File: src/rtl/adder16_arbiter.sv
// adder16_arbiter
//   Shares one 16-bit address adder (Adder16) between CPU requesters: PC
//   incrementer (index 0), SP push/pop, HL post-modify and ADD HL,rr.
//   Arbitrates (optional fixed PC priority plus round-robin), latches the
//   winner's operands into registers that drive the shared adder for one
//   cycle, then registers the adder result/flags with a one-hot done pulse.
//
// Ports
//   i_Clk, i_Reset        clock, synchronous active-high reset
//   i_Req                 per-requester request (held until its grant is seen)
//   i_ReqA/i_ReqB/i_ReqF  per-requester operands/flags, slot k at [16k +: 16] / [4k +: 4]
//   i_Stall               freeze the in-flight operation
//   i_Flush               abort the in-flight operation, no done pulse
//   o_AdderA/B/F          operand registers driving Adder16
//   i_AdderResult/i_AdderF  Adder16 outputs
//   o_Grant               one-hot owner of the adder this cycle
//   o_Busy                adder occupied
//   o_Done                one-hot single-cycle completion pulse
//   o_Result/o_F          registered sum and flags, held until next completion

module adder16_arbiter #(
    parameter int NUM_REQ     = 4,
    parameter bit PC_PRIORITY = 1'b1
) (
    input  logic                   i_Clk,
    input  logic                   i_Reset,
    input  logic [NUM_REQ-1:0]     i_Req,
    input  logic [16*NUM_REQ-1:0]  i_ReqA,
    input  logic [16*NUM_REQ-1:0]  i_ReqB,
    input  logic [4*NUM_REQ-1:0]   i_ReqF,
    input  logic                   i_Stall,
    input  logic                   i_Flush,
    output logic [15:0]            o_AdderA,
    output logic [15:0]            o_AdderB,
    output logic [3:0]             o_AdderF,
    input  logic [15:0]            i_AdderResult,
    input  logic [3:0]             i_AdderF,
    output logic [NUM_REQ-1:0]     o_Grant,
    output logic                   o_Busy,
    output logic [NUM_REQ-1:0]     o_Done,
    output logic [15:0]            o_Result,
    output logic [3:0]             o_F
);

    localparam int PW = (NUM_REQ > 1) ? $clog2(NUM_REQ) : 1;

    localparam logic [0:0] S_IDLE = 1'b0;
    localparam logic [0:0] S_EXEC = 1'b1;

    logic [0:0]          state;
    logic [PW-1:0]       ptr;
    logic [NUM_REQ-1:0]  grant;
    logic [NUM_REQ-1:0]  done;
    logic [15:0]         op_a, op_b;
    logic [3:0]          op_f;
    logic [15:0]         result;
    logic [3:0]          flags;

    logic [NUM_REQ-1:0]  elig;
    logic                any_req;
    logic [PW-1:0]       win_idx;
    logic [PW-1:0]       ptr_nxt;
    logic                found;
    int                  idx;

    // The current owner is masked while it holds the adder: its request is
    // still visible in the grant cycle and must not be served twice.
    always_comb begin
        elig    = i_Req & ((state == S_EXEC) ? ~grant : {NUM_REQ{1'b1}});
        any_req = |elig;
        win_idx = '0;
        ptr_nxt = ptr;
        found   = 1'b0;
        idx     = 0;
        if (PC_PRIORITY && elig[0]) begin
            win_idx = '0;           // PC wins outright, pointer untouched
        end else begin
            for (int i = 0; i < NUM_REQ; i++) begin
                idx = (int'(ptr) + i) % NUM_REQ;
                if (!found && elig[idx]) begin
                    found   = 1'b1;
                    win_idx = PW'(idx);
                end
            end
            if (found)
                ptr_nxt = (win_idx == PW'(NUM_REQ - 1)) ? '0 : win_idx + PW'(1);
        end
    end

    always_ff @(posedge i_Clk) begin
        if (i_Reset) begin
            state  <= S_IDLE;
            ptr    <= '0;
            grant  <= '0;
            done   <= '0;
            op_a   <= '0;
            op_b   <= '0;
            op_f   <= '0;
            result <= '0;
            flags  <= '0;
        end else if (i_Flush) begin
            // Abort: result registers keep the last completed value.
            state <= S_IDLE;
            grant <= '0;
            done  <= '0;
        end else if (state == S_EXEC && i_Stall) begin
            done <= '0;             // everything else holds
        end else begin
            if (state == S_EXEC) begin
                result <= i_AdderResult;
                flags  <= i_AdderF;
                done   <= grant;
            end else begin
                done <= '0;
            end
            if (any_req) begin
                // Back-to-back: a new winner is latched in the same edge the
                // previous op completes, so the adder sees no bubble.
                state <= S_EXEC;
                grant <= NUM_REQ'(1) << win_idx;
                ptr   <= ptr_nxt;
                op_a  <= i_ReqA[16*int'(win_idx) +: 16];
                op_b  <= i_ReqB[16*int'(win_idx) +: 16];
                op_f  <= i_ReqF[4*int'(win_idx) +: 4];
            end else begin
                state <= S_IDLE;
                grant <= '0;
            end
        end
    end

    assign o_AdderA = op_a;
    assign o_AdderB = op_b;
    assign o_AdderF = op_f;
    assign o_Grant  = grant;
    assign o_Busy   = (state == S_EXEC);
    assign o_Done   = done;
    assign o_Result = result;
    assign o_F      = flags;

endmodule

File: config.mk
export PLATFORM = sky130hd
export DESIGN_NAME = adder16_arbiter
export DESIGN_NICKNAME = d
export VERILOG_FILES = /design/src/rtl/adder16_arbiter.sv
export SDC_FILE = /design/constraint.sdc
export NUM_CORES = 1
export LEC_CHECK = 0
export ABC_AREA = 0
export CORE_MARGIN = 4
export CORE_UTILIZATION = 32
export DETAILED_ROUTE_END_ITERATION = 8
export GPL_TIMING_DRIVEN = 0
export PLACE_DENSITY = 0.78
export SLEW_MARGIN = 30
export SYNTH_ARGS = -nofsm -noshare
export SYNTH_HDL_FRONTEND = slang
export SYNTH_SLANG_ARGS = --single-unit
File: constraint.sdc
create_clock -name i_Clk -period 1.8 [get_ports i_Clk]
set_input_delay 0.27 -clock i_Clk [delete_from_list [all_inputs] [get_ports i_Clk]]
set_output_delay 0.27 -clock i_Clk [all_outputs]
set_load 0.02 [all_outputs]
# Yosys cells after proc, flatten, opt, wreduce, memory -nomap -nowiden
# Cells that the tools add are included.
dict set report classes {
  n_shift 4
  div 0
  eq_ne 1
  n_lt_le_gt_ge 4
  n_reduce_logical 16
  n_mux 29
  bitwise_logic 9
  addsub 4
  mul 0
}
# cell count
set op_table {}
lappend op_table {{indexed part select 64 x 7 -> 16 bit} 2}
lappend op_table {{two-way mux 1 bit} 16}
lappend op_table {{indexed part select 16 x 5 -> 4 bit} 1}
lappend op_table {{two-way mux 2 bit} 7}
lappend op_table {{less-than comparator 3 x 4 -> 1 bit, second input constant} 3}
lappend op_table {{binary-select mux 1 bit (select 2 bit)} 4}
lappend op_table {{two-way mux 4 bit} 2}
lappend op_table {{OR reduction 2 bit} 4}
lappend op_table {{OR reduction 4 bit} 2}
lappend op_table {{AND reduction 3 bit} 2}
lappend op_table {{AND reduction 5 bit} 1}
lappend op_table {{adder 2 x 1 -> 2 bit, second input constant} 2}
lappend op_table {{adder 2 bit, second input constant} 2}
lappend op_table {{bitwise AND 4 bit} 1}
lappend op_table {{logical AND 1 bit} 4}
lappend op_table {{inverter 1 bit} 4}
lappend op_table {{inverter 4 bit} 1}
lappend op_table {{left shift 1 x 2 -> 4 bit, first input constant} 1}
lappend op_table {{bitwise AND 1 bit, first input constant} 3}
lappend op_table {{zero test 1 bit} 3}
lappend op_table {{less-than comparator 2 x 3 -> 1 bit, second input constant} 1}
lappend op_table {{== test 2 bit, second input constant} 1}
dict set report word_totals {
  input_bits 172
  word_cells 76
  register_bits 67
  romBits 0
  output_inout_bits 65
  memories 0
  ram_bits 0
  latchBits 0
}

# Logic depth before layout (Yosys ltp)
# Gate-level depths: netlist of run 1.
dict set report depth {
  depth_word 22
  depth_mapped 9
  mapped_depth_nobuf 6
}

# Worst setup path before layout of run 1
# No wires, ideal clock.
dict set report synth_path {
  path_type {register to register}
  from {register state, in the netlist o_Busy}
  to {register op_a[0], in the netlist o_AdderA[0]}
  path_buffers 2
  t_required_ns 1.678
  arrival_time_ns 1.764
  slack_ns -0.086
  period_less_slack_ns 1.886
  setup_ns 0.122
  path_stages_with_launch 9
  path_cell_list {dfxtp_1 buf_6 a21bo_1 o2111a_2 nor3_2 nand2_1 clkbuf_1 a311oi_1 a221o_1}
}
dict set report synth_via {
  elab_chain_len 20
  elab_cells_between_ends 36
  cone_classes {shift (1); mux (24); bitwise (2); reduce/logical (9)}
}
# element line
set synth_lines {}
lappend synth_lines {{start: declaration} 50} ;# logic [0:0] state;
lappend synth_lines {{start signal: assignment} 92} ;# state <= S_IDLE;
lappend synth_lines {{start signal: assignment} 103} ;# state <= S_IDLE;
lappend synth_lines {{start signal: assignment} 119} ;# state <= S_EXEC;
lappend synth_lines {{two-way mux 4 bit} 69} ;# elig = i_Req & ((state == S_EXEC) ? ~grant : {NUM_REQ{1'b1}});
lappend synth_lines {{bitwise AND 4 bit} 69}
lappend synth_lines {{binary-select mux 1 bit (select 2 bit)} 80} ;# if (!found && elig[idx]) begin
lappend synth_lines {{two-way mux 1 bit (implied by the code)} 80}
lappend synth_lines {{two-way mux 1 bit} 80}
lappend synth_lines {{two-way mux 1 bit} 75} ;# if (PC_PRIORITY && elig[0]) begin
lappend synth_lines {{zero test 1 bit} 80}
lappend synth_lines {{logical AND 1 bit} 80}
lappend synth_lines {{(+3 left out)} n/a}
lappend synth_lines {{logical AND 1 bit} 80}
lappend synth_lines {{two-way mux 1 bit} 80}
lappend synth_lines {{two-way mux 1 bit} 75}
lappend synth_lines {{zero test 1 bit} 80}
lappend synth_lines {{logical AND 1 bit} 80}
lappend synth_lines {{two-way mux 2 bit} 80}
lappend synth_lines {{two-way mux 2 bit (2 in a row)} 75}
lappend synth_lines {{indexed part select 64 x 7 -> 16 bit} 122} ;# op_a <= i_ReqA[16*int'(win_idx) +: 16];
lappend synth_lines {{end signal: assignment} 122}
lappend synth_lines {{end: declaration} 54} ;# logic [15:0] op_a, op_b;
# Several ways; a longest one is shown, not always the timed one. The select of a mux whose other input is x is not followed.
# A chain may end at the register's enable or synchronous reset.

# Worst setup path after layout of run 1
dict set report layout_path {
  from {register state, in the netlist o_Busy}
  to {register op_a[2], in the netlist o_AdderA[2]}
}
# Same word-level chain as after synthesis.

==> results.sh, run 1 <==
export IMPL_timing_rr_start="o_Busy$_SDFFE_PP0N_"
export IMPL_placed_instance_count=783
export IMPL_initial_antenna_violation_count=0
export IMPL_rsz_0062_raised_after_global_routing="true"
export IMPL_gpl_final_weighted_congestion=0.995
export IMPL_regArea_um2=1350
export IMPL_cell_with_the_largest_stage_delay_on_the_worst_path="dfxtp_2"
export IMPL_rows=37
export IMPL_groute_usage_overall_pct=23.6
export IMPL_io_buf_count=236
export IMPL_leakage_component_of_the_power_nw=2.51
export IMPL_drt_drc_violations_left=0
export IMPL_via_count_normalized_by_instance_count=5.24
export IMPL_drt_total_wl_um=15200
export IMPL_critical_path_startpoint="o_Busy$_SDFFE_PP0N_"
export IMPL_ff2ff_path_depth=8
export IMPL_hold_buffers=0
export IMPL_n_antenna_cell=0
export IMPL_cts_htree_levels=3
export IMPL_timing_critical_path_max_delay_family="compound AO/OA/AOI/OAI gates"
export IMPL_finalHoldWorstSlack_ns=0.394
export IMPL_end_kind="flip-flop"
export IMPL_core_um2=10300
export IMPL_synth_main_ff_cell="dfxtp_1"
export IMPL_worstReg2RegEnd="o_AdderA[2]$_SDFFE_PP0P_"
export IMPL_cell_pwr_density_nw_per_um2=668
export IMPL_vias=4281
export IMPL_postSynth_asyncResetShare_pct=0
export IMPL_critPathBufInv=3
export IMPL_multi_input_area_um2=2200
export IMPL_timing_final_hold_violations=0
export IMPL_timing_critical_path_cells="buf_6 > a21bo_4 > a21oi_2 > o211a_4 > buf_12 > buf_6 > a311oi_2 > a221o_1"
export IMPL_area_growth_synth_to_final_pct=104
export IMPL_hold_depth=4
export IMPL_detail_route_antenna_nets=0
export IMPL_post_route_period_util_pct=105
export IMPL_synth_net_count=583
export IMPL_violations="setup timing"
export IMPL_clkLatencyLatePin_ns=0.36
export IMPL_crit_path_time_final_ns=1.90
export IMPL_clk_transition_reported_paths_ns=0.08
export IMPL_layout_cells_non_filler=817
export IMPL_worst_pin_slew_ns=0.522
export IMPL_finalSetupViolCount=37
export IMPL_grt_pass1_vias=4322
export IMPL_run_status="finished, violations left"
export IMPL_numCtsBuffers=9
export IMPL_tritoncts="done"
export IMPL_count_of_different_cell_masters_after_synthesis=45
export IMPL_top_level_ports=237
export IMPL_worst_r2r_setup_slack_ns=-0.1
export IMPL_layout_drive_gt1_share_pct=20.9
export IMPL_die_h_um=110
export IMPL_hold_path_startpoint="i_Req[0]"
export IMPL_die_area_um2=12200
export IMPL_yosysWarningCount=0
export IMPL_mappedNetlistArea_um2=3360
export IMPL_fillerInstances=832
export IMPL_placed_cell_area_um2=5900
export IMPL_synthesis_instances=411
export IMPL_min_delay_worst_endpoint="o_AdderF[1]$_SDFFE_PP0P_"
export IMPL_effective_utilization_at_floorplan_pct=32.7
export IMPL_cap_viol_max_count=0
export IMPL_worst_min_delay_path_category="in2reg"
export IMPL_grt_first_pass_wirelength_um=23400
export IMPL_dr_pass1_iters=5
export IMPL_drc_violation_total_after_the_first_tritonroute_iteration=348
export IMPL_worst_ep_required_time_ns=2.04
export IMPL_grt_overflow=0
export IMPL_timing_max_slew_rel_slack_pct=65.2
export IMPL_crit_fanout=10
export IMPL_syn_avg_cell_area_um2=8.17
export IMPL_peakVddDrop_v=0.000302
export IMPL_timing_critical_path_mode_cell="buf_6"
export IMPL_share_of_synthesized_area_occupied_by_flip_flops_and_latches_pct=40.0
export IMPL_synth_seq_cells=67
export IMPL_setup_ws_ns=-0.0975
export IMPL_finalSetupTns_ns=-2.50
export IMPL_clkSinkCount=67
export IMPL_clk_path_buf_depth=2
export IMPL_worst_path_largest_cell_delay_ns=0.34
export IMPL_cts_root_buffer="clkbuf_8"
export IMPL_worstPathArrival_ns=2.14
export IMPL_max_clock_skew_ns=0.0118
export IMPL_fp_dieW_um=110
export IMPL_grt_max_degree=13
export IMPL_final_nets=848
export IMPL_criticalPathCategory="reg2reg"
export IMPL_hpwlAfterDp_um=10900
export IMPL_start_kind="flip-flop"
export IMPL_post_drt_wl_per_cell_um=18.6
export IMPL_place_ws_ns=-0.675
export IMPL_final_max_slew_violation_count=0
export IMPL_post_route_cell_area_um2=6850
export IMPL_fmax_mhz=527
export IMPL_synth_edf_count=0
==> state kept, by name, indices dropped and copies added (netlist names) <==
signal,flops
o_Result,16
o_Busy,1
o_AdderF,4
o_AdderA,16
o_F,4
o_AdderB,16
o_Done,4
o_Grant,4
ptr,2
==> per-layer routing <==
layer  vias up  wire, um  GRT usage [%]
li1       2025         -              -
met1      2016      5940           27.5
met2       200      7760           40.9
met3        40       991           5.53
met4         0       497           10.7
met5         -         0              0
==> worst register-to-register path, cell delays in order, from the launching register on <==
cell	delay, ns
dfxtp_2	0.34
buf_6	0.13
a21bo_4	0.23
a21oi_2	0.13
o211a_4	0.21
buf_12	0.15
buf_6	0.19
a311oi_2	0.13
a221o_1	0.28
==> power breakdown <==
group	internal (mW)	total (mW)	switching, mW
Combinational	0.829	1.49	0.660
Clock	0.826	1.47	0.639
Sequential	1.57	1.62	0.0532
Total	3.22	4.58	1.35
==> Yosys cell counts, types with 2 or more instances <==
| cell type | instances | area [um2] |
|---|---|---|
| a21boi_1 | 2 | 15.0 |
| a21oi_1 | 31 | 155 |
| a221o_1 | 31 | 310 |
| a22oi_1 | 2 | 15.0 |
| a311oi_1 | 31 | 272 |
| a31oi_1 | 5 | 31.3 |
| and2_1 | 5 | 31.3 |
| buf_2 | 6 | 30.0 |
| buf_4 | 4 | 30.0 |
| buf_6 | 9 | 101 |
| clkbuf_1 | 14 | 52.6 |
| dfxtp_1 | 67 | 1340 |
| mux2_2 | 5 | 56.3 |
| nand2_1 | 111 | 417 |
| nand2b_1 | 5 | 31.3 |
| nand3_1 | 6 | 30.0 |
| nor2_1 | 43 | 161 |
| o21ai_2 | 2 | 17.5 |
| o21bai_1 | 5 | 37.5 |
| or2_2 | 2 | 12.5 |
==> cell usage in the layout, fill, tap and decap left out, types with 7 or more instances in the layout <==
cell type        Yosys  final
a21oi_1             31     29
a221o_1             31     31
a311oi_2             0     27
buf_4                4     11
buf_6                9     12
clkbuf_1            14     12
clkbuf_8             0     11
clkdlybuf4s50_1      0    232
dfxtp_1             67     63
nand2_1            111     98
nand2_2              0     11
nor2_1              43     31
nor2_2               1      7
nor2_4               1      7
==> worst max path at each step <==
stage	end	slack (ns)	cells after the start
5_1_grt	o_AdderA[4]$_SDFFE_PP0P_	-0.17	8
3_5_place_dp	ptr[1]$_SDFFE_PP0P_	-0.67	10
6_report	o_AdderA[2]$_SDFFE_PP0P_	-0.1	8
3_3_place_gp	o_AdderA[3]$_SDFFE_PP0P_	-0.69	9
2_1_floorplan	o_AdderA[0]$_SDFFE_PP0P_	0.002	7
4_1_cts	o_AdderF[2]$_SDFFE_PP0P_	-0.07	9
==> cells by family (layout without fill, tap and decap cells) <==
family	Yosys count	after routing	synth area share, %
mux	6	6	1.98
flops	67	67	40.0
simple gates	181	181	22.4
buf+inv	35	305	6.60
compound gates	122	122	29.1
==> metrics by stage <==
| step | util [%] | total power, mW |
|---|---|---|
| floorplan | - | 2.17 |
| global placement | 57.4 | 2.82 |
| detailed placement | 57.4 | 2.85 |
| CTS | 64.6 | 4.51 |
| global route | 66.7 | 4.76 |
| finish | 66.7 | 4.58 |
==> timing repair <==
action                     CTS  global route
resized for setup           79            44
setup endpoints to repair   41            40
pin swaps                   10            24
cloned                       3             1
buffers inserted            12             2
==> layout make-up <==
| class | count | area share, % |
|---|---|---|
| clock inverters | 5 | 1.24 |
| repair buffers | 254 | 37.6 |
| flip-flops and latches | 67 | 19.6 |
| clock buffers | 11 | 2.06 |
| plain buffers | 34 | 4.93 |
| well taps | 136 | 2.48 |
| multi-input cells | 309 | 32.0 |
| inverters | 1 | 0.0548 |
Power figures use the tool's default switching activity.
==> inputs of run 2 (changes only) <==
Settings changed: CORE_UTILIZATION 32 to 35, PLACE_DENSITY 0.78 to 0.81, SKIP_LAST_GASP set to 1, SLEW_MARGIN 30 to 10.
Clock period 1.8 ns to 1.9 ns, I/O delays scaled along.
==> run 2 against run 1 <==
Effect of this change:
- the run still ends with setup timing left
- flip-flop and latch count unchanged
- sequential share of layout area rose by 0.22 points
- critical endpoint is now o_AdderA[7]$_SDFFE_PP0P_
- combinational power down 5%
- power shrank 12%
- die area decreased by 8.0%
- cell area decreased by 1.1%
- global-route usage grew 0.80 points
- largest power group unchanged
- critical path depth grew 1
==> results.sh, run 2 (synthesized netlist as in run 1, its figures left out) <==
export IMPL_run_status="finished, violations left"
export IMPL_violations="setup timing"
export IMPL_timing_final_hold_violations=0
export IMPL_power_share_clock_pct=26.0
export IMPL_grt_overflow=0
export IMPL_worst_pin_slew_ns=0.461
export IMPL_worstPathArrival_ns=2.25
export IMPL_final_max_slew_violation_count=0
export IMPL_power_sequential_fraction_pct=38.5
export IMPL_post_route_cell_area_um2=6780
export IMPL_groute_usage_overall_pct=24.4
export IMPL_rsz_0062_raised_after_global_routing="true"
export IMPL_drc_violation_total_after_the_first_tritonroute_iteration=328
export IMPL_finalSetupViolCount=9
export IMPL_drt_total_wl_um=16000
export IMPL_max_clock_skew_ns=0.0143
export IMPL_layout_cells_non_filler=822
export IMPL_timing_max_slew_rel_slack_pct=69.3
export IMPL_grt_max_degree=12
export IMPL_grt_pass1_vias=4038
export IMPL_end_kind="flip-flop"
export IMPL_grt_first_pass_wirelength_um=21500
export IMPL_setup_ws_ns=-0.0450
export IMPL_area_growth_synth_to_final_pct=102
export IMPL_placed_cell_area_um2=5880
export IMPL_top_level_ports=237
export IMPL_cap_viol_max_count=0
export IMPL_tritoncts="done"
export IMPL_dr_pass1_iters=7
export IMPL_layout_drive_gt1_share_pct=18.5
export IMPL_share_comb_of_total_power_pct=35.5
export IMPL_cts_root_buffer="clkbuf_8"
export IMPL_commonest_non_fill_non_tap_cell_in_the_layout="clkdlybuf4s50_1"
export IMPL_via_count_normalized_by_instance_count=5.43
export IMPL_criticalPathCategory="reg2reg"
export IMPL_placed_instance_count=776
export IMPL_power_share_switching_pct=31.1
export IMPL_io_buf_count=236
export IMPL_mostFrequentLayoutCells="clkdlybuf4s50_1, nand2_1, dfxtp_1"
export IMPL_gpl_final_weighted_congestion=0.933
export IMPL_start_kind="flip-flop"
export IMPL_crit_fanout=7
export IMPL_leakage_component_of_the_power_nw=2.56
export IMPL_vias=4466
export IMPL_die_area_um2=11200
export IMPL_fp_dieW_um=106
export IMPL_numCtsBuffers=9
export IMPL_clk_path_buf_depth=2
export IMPL_cts_htree_levels=3
export IMPL_core_um2=9280
export IMPL_effective_utilization_at_floorplan_pct=36.2
export IMPL_rows=35
export IMPL_fmax_mhz=514
export IMPL_p_switching_mw=1.25
export IMPL_clkLatencyLatePin_ns=0.35
export IMPL_crit_path_time_final_ns=1.95
export IMPL_clk_transition_reported_paths_ns=0.08
export IMPL_die_h_um=106
export IMPL_post_drt_wl_per_cell_um=19.5
export IMPL_post_route_period_util_pct=102
export IMPL_post_layout_total_power_mw=4.01
export IMPL_worst_min_delay_path_category="reg2reg"
export IMPL_cell_pwr_density_nw_per_um2=591
export IMPL_intPower_mw=2.76
export IMPL_initial_antenna_violation_count=0
export IMPL_n_antenna_cell=0
export IMPL_final_nets=860
export IMPL_drt_drc_violations_left=0
export IMPL_clkSinkCount=67
export IMPL_finalHoldWorstSlack_ns=0.453
export IMPL_peakVddDrop_v=0.000305
export IMPL_detail_route_antenna_nets=0
export IMPL_finish_utilization_pct=73.0
export IMPL_worst_ep_required_time_ns=2.20
export IMPL_hpwlAfterDp_um=11100
run 2: worst paths after layout:
path                                                 from                        end  slack [ns]  cells after the start
worst max-delay path                  ptr[0]$_SDFFE_PP0P_   o_AdderA[7]$_SDFFE_PP0P_       -0.05                      9
worst min register to register  o_Result[10]$_SDFFE_PP0P_  o_Result[10]$_SDFFE_PP0P_        0.45                      2
worst max register to register        ptr[0]$_SDFFE_PP0P_   o_AdderA[7]$_SDFFE_PP0P_       -0.05                      9
worst min-delay path            o_Result[10]$_SDFFE_PP0P_  o_Result[10]$_SDFFE_PP0P_        0.45                      2
run 2: final cells by class:
class,count,area [um2]
Timing Repair Buffer,266,2720
Fill cell,686,2510
Multi-Input combinational cell,309,2060
Sequential cell,67,1350
Buffer,34,325
Tap cell,129,161
Clock buffer,11,131
Clock inverter,5,30.0
Inverter,1,3.75
run 2: stage by stage:
| step | setup WS (ns) | setup TNS [ns] |
|---|---|---|
| finish | -0.0450 | -0.138 |
| global route | -0.122 | -2.37 |
| CTS | -0.00244 | -0.00244 |
| detailed placement | -0.663 | -24.08 |
| global placement | -0.645 | -22.29 |
| floorplan | 0.0139 | 0 |
run 2: timing repair:
action / CTS / global route
buffers inserted: 6 / 18
pin swaps: 4 / 25
endpoints found under the setup margin: 41 / 40
gates resized for setup: 25 / 83
cloned: 1 / 5
hold buffers: 0 / 0
run 2: routing by layer:
metal / share of wire [%] / vias to the layer above / routed length [um] / track usage [%]
li1: - / 2049 / - / -
met1: 37 / 2120 / 5970 / 29.4
met2: 51 / 252 / 8140 / 42.2
met3: 8.5 / 45 / 1350 / 5.46
met4: 3.3 / 0 / 530 / 9.62
met5: 0 / - / 0 / 0
run 2: power groups by stage:
stage | clock, mW | combinational (mW) | sequential [mW]
finish | 1.04 | 1.42 | 1.54
global route | 1.11 | 1.50 | 1.55
CTS | 1.05 | 1.18 | 1.54
detailed placement | 0 | 1.13 | 1.57
global placement | 0 | 1.11 | 1.56
floorplan | 0 | 0.394 | 1.66
run 2: worst max-delay path, stage by stage (launching register included):
cell and delay [ns]:
dfxtp_1 0.47, nor2b_1 0.12, a22oi_2 0.23, o211a_1 0.22, buf_8 0.14, buf_6 0.10, buf_12 0.11, nor2_4 0.03
a311oi_1 0.31, a221o_1 0.15
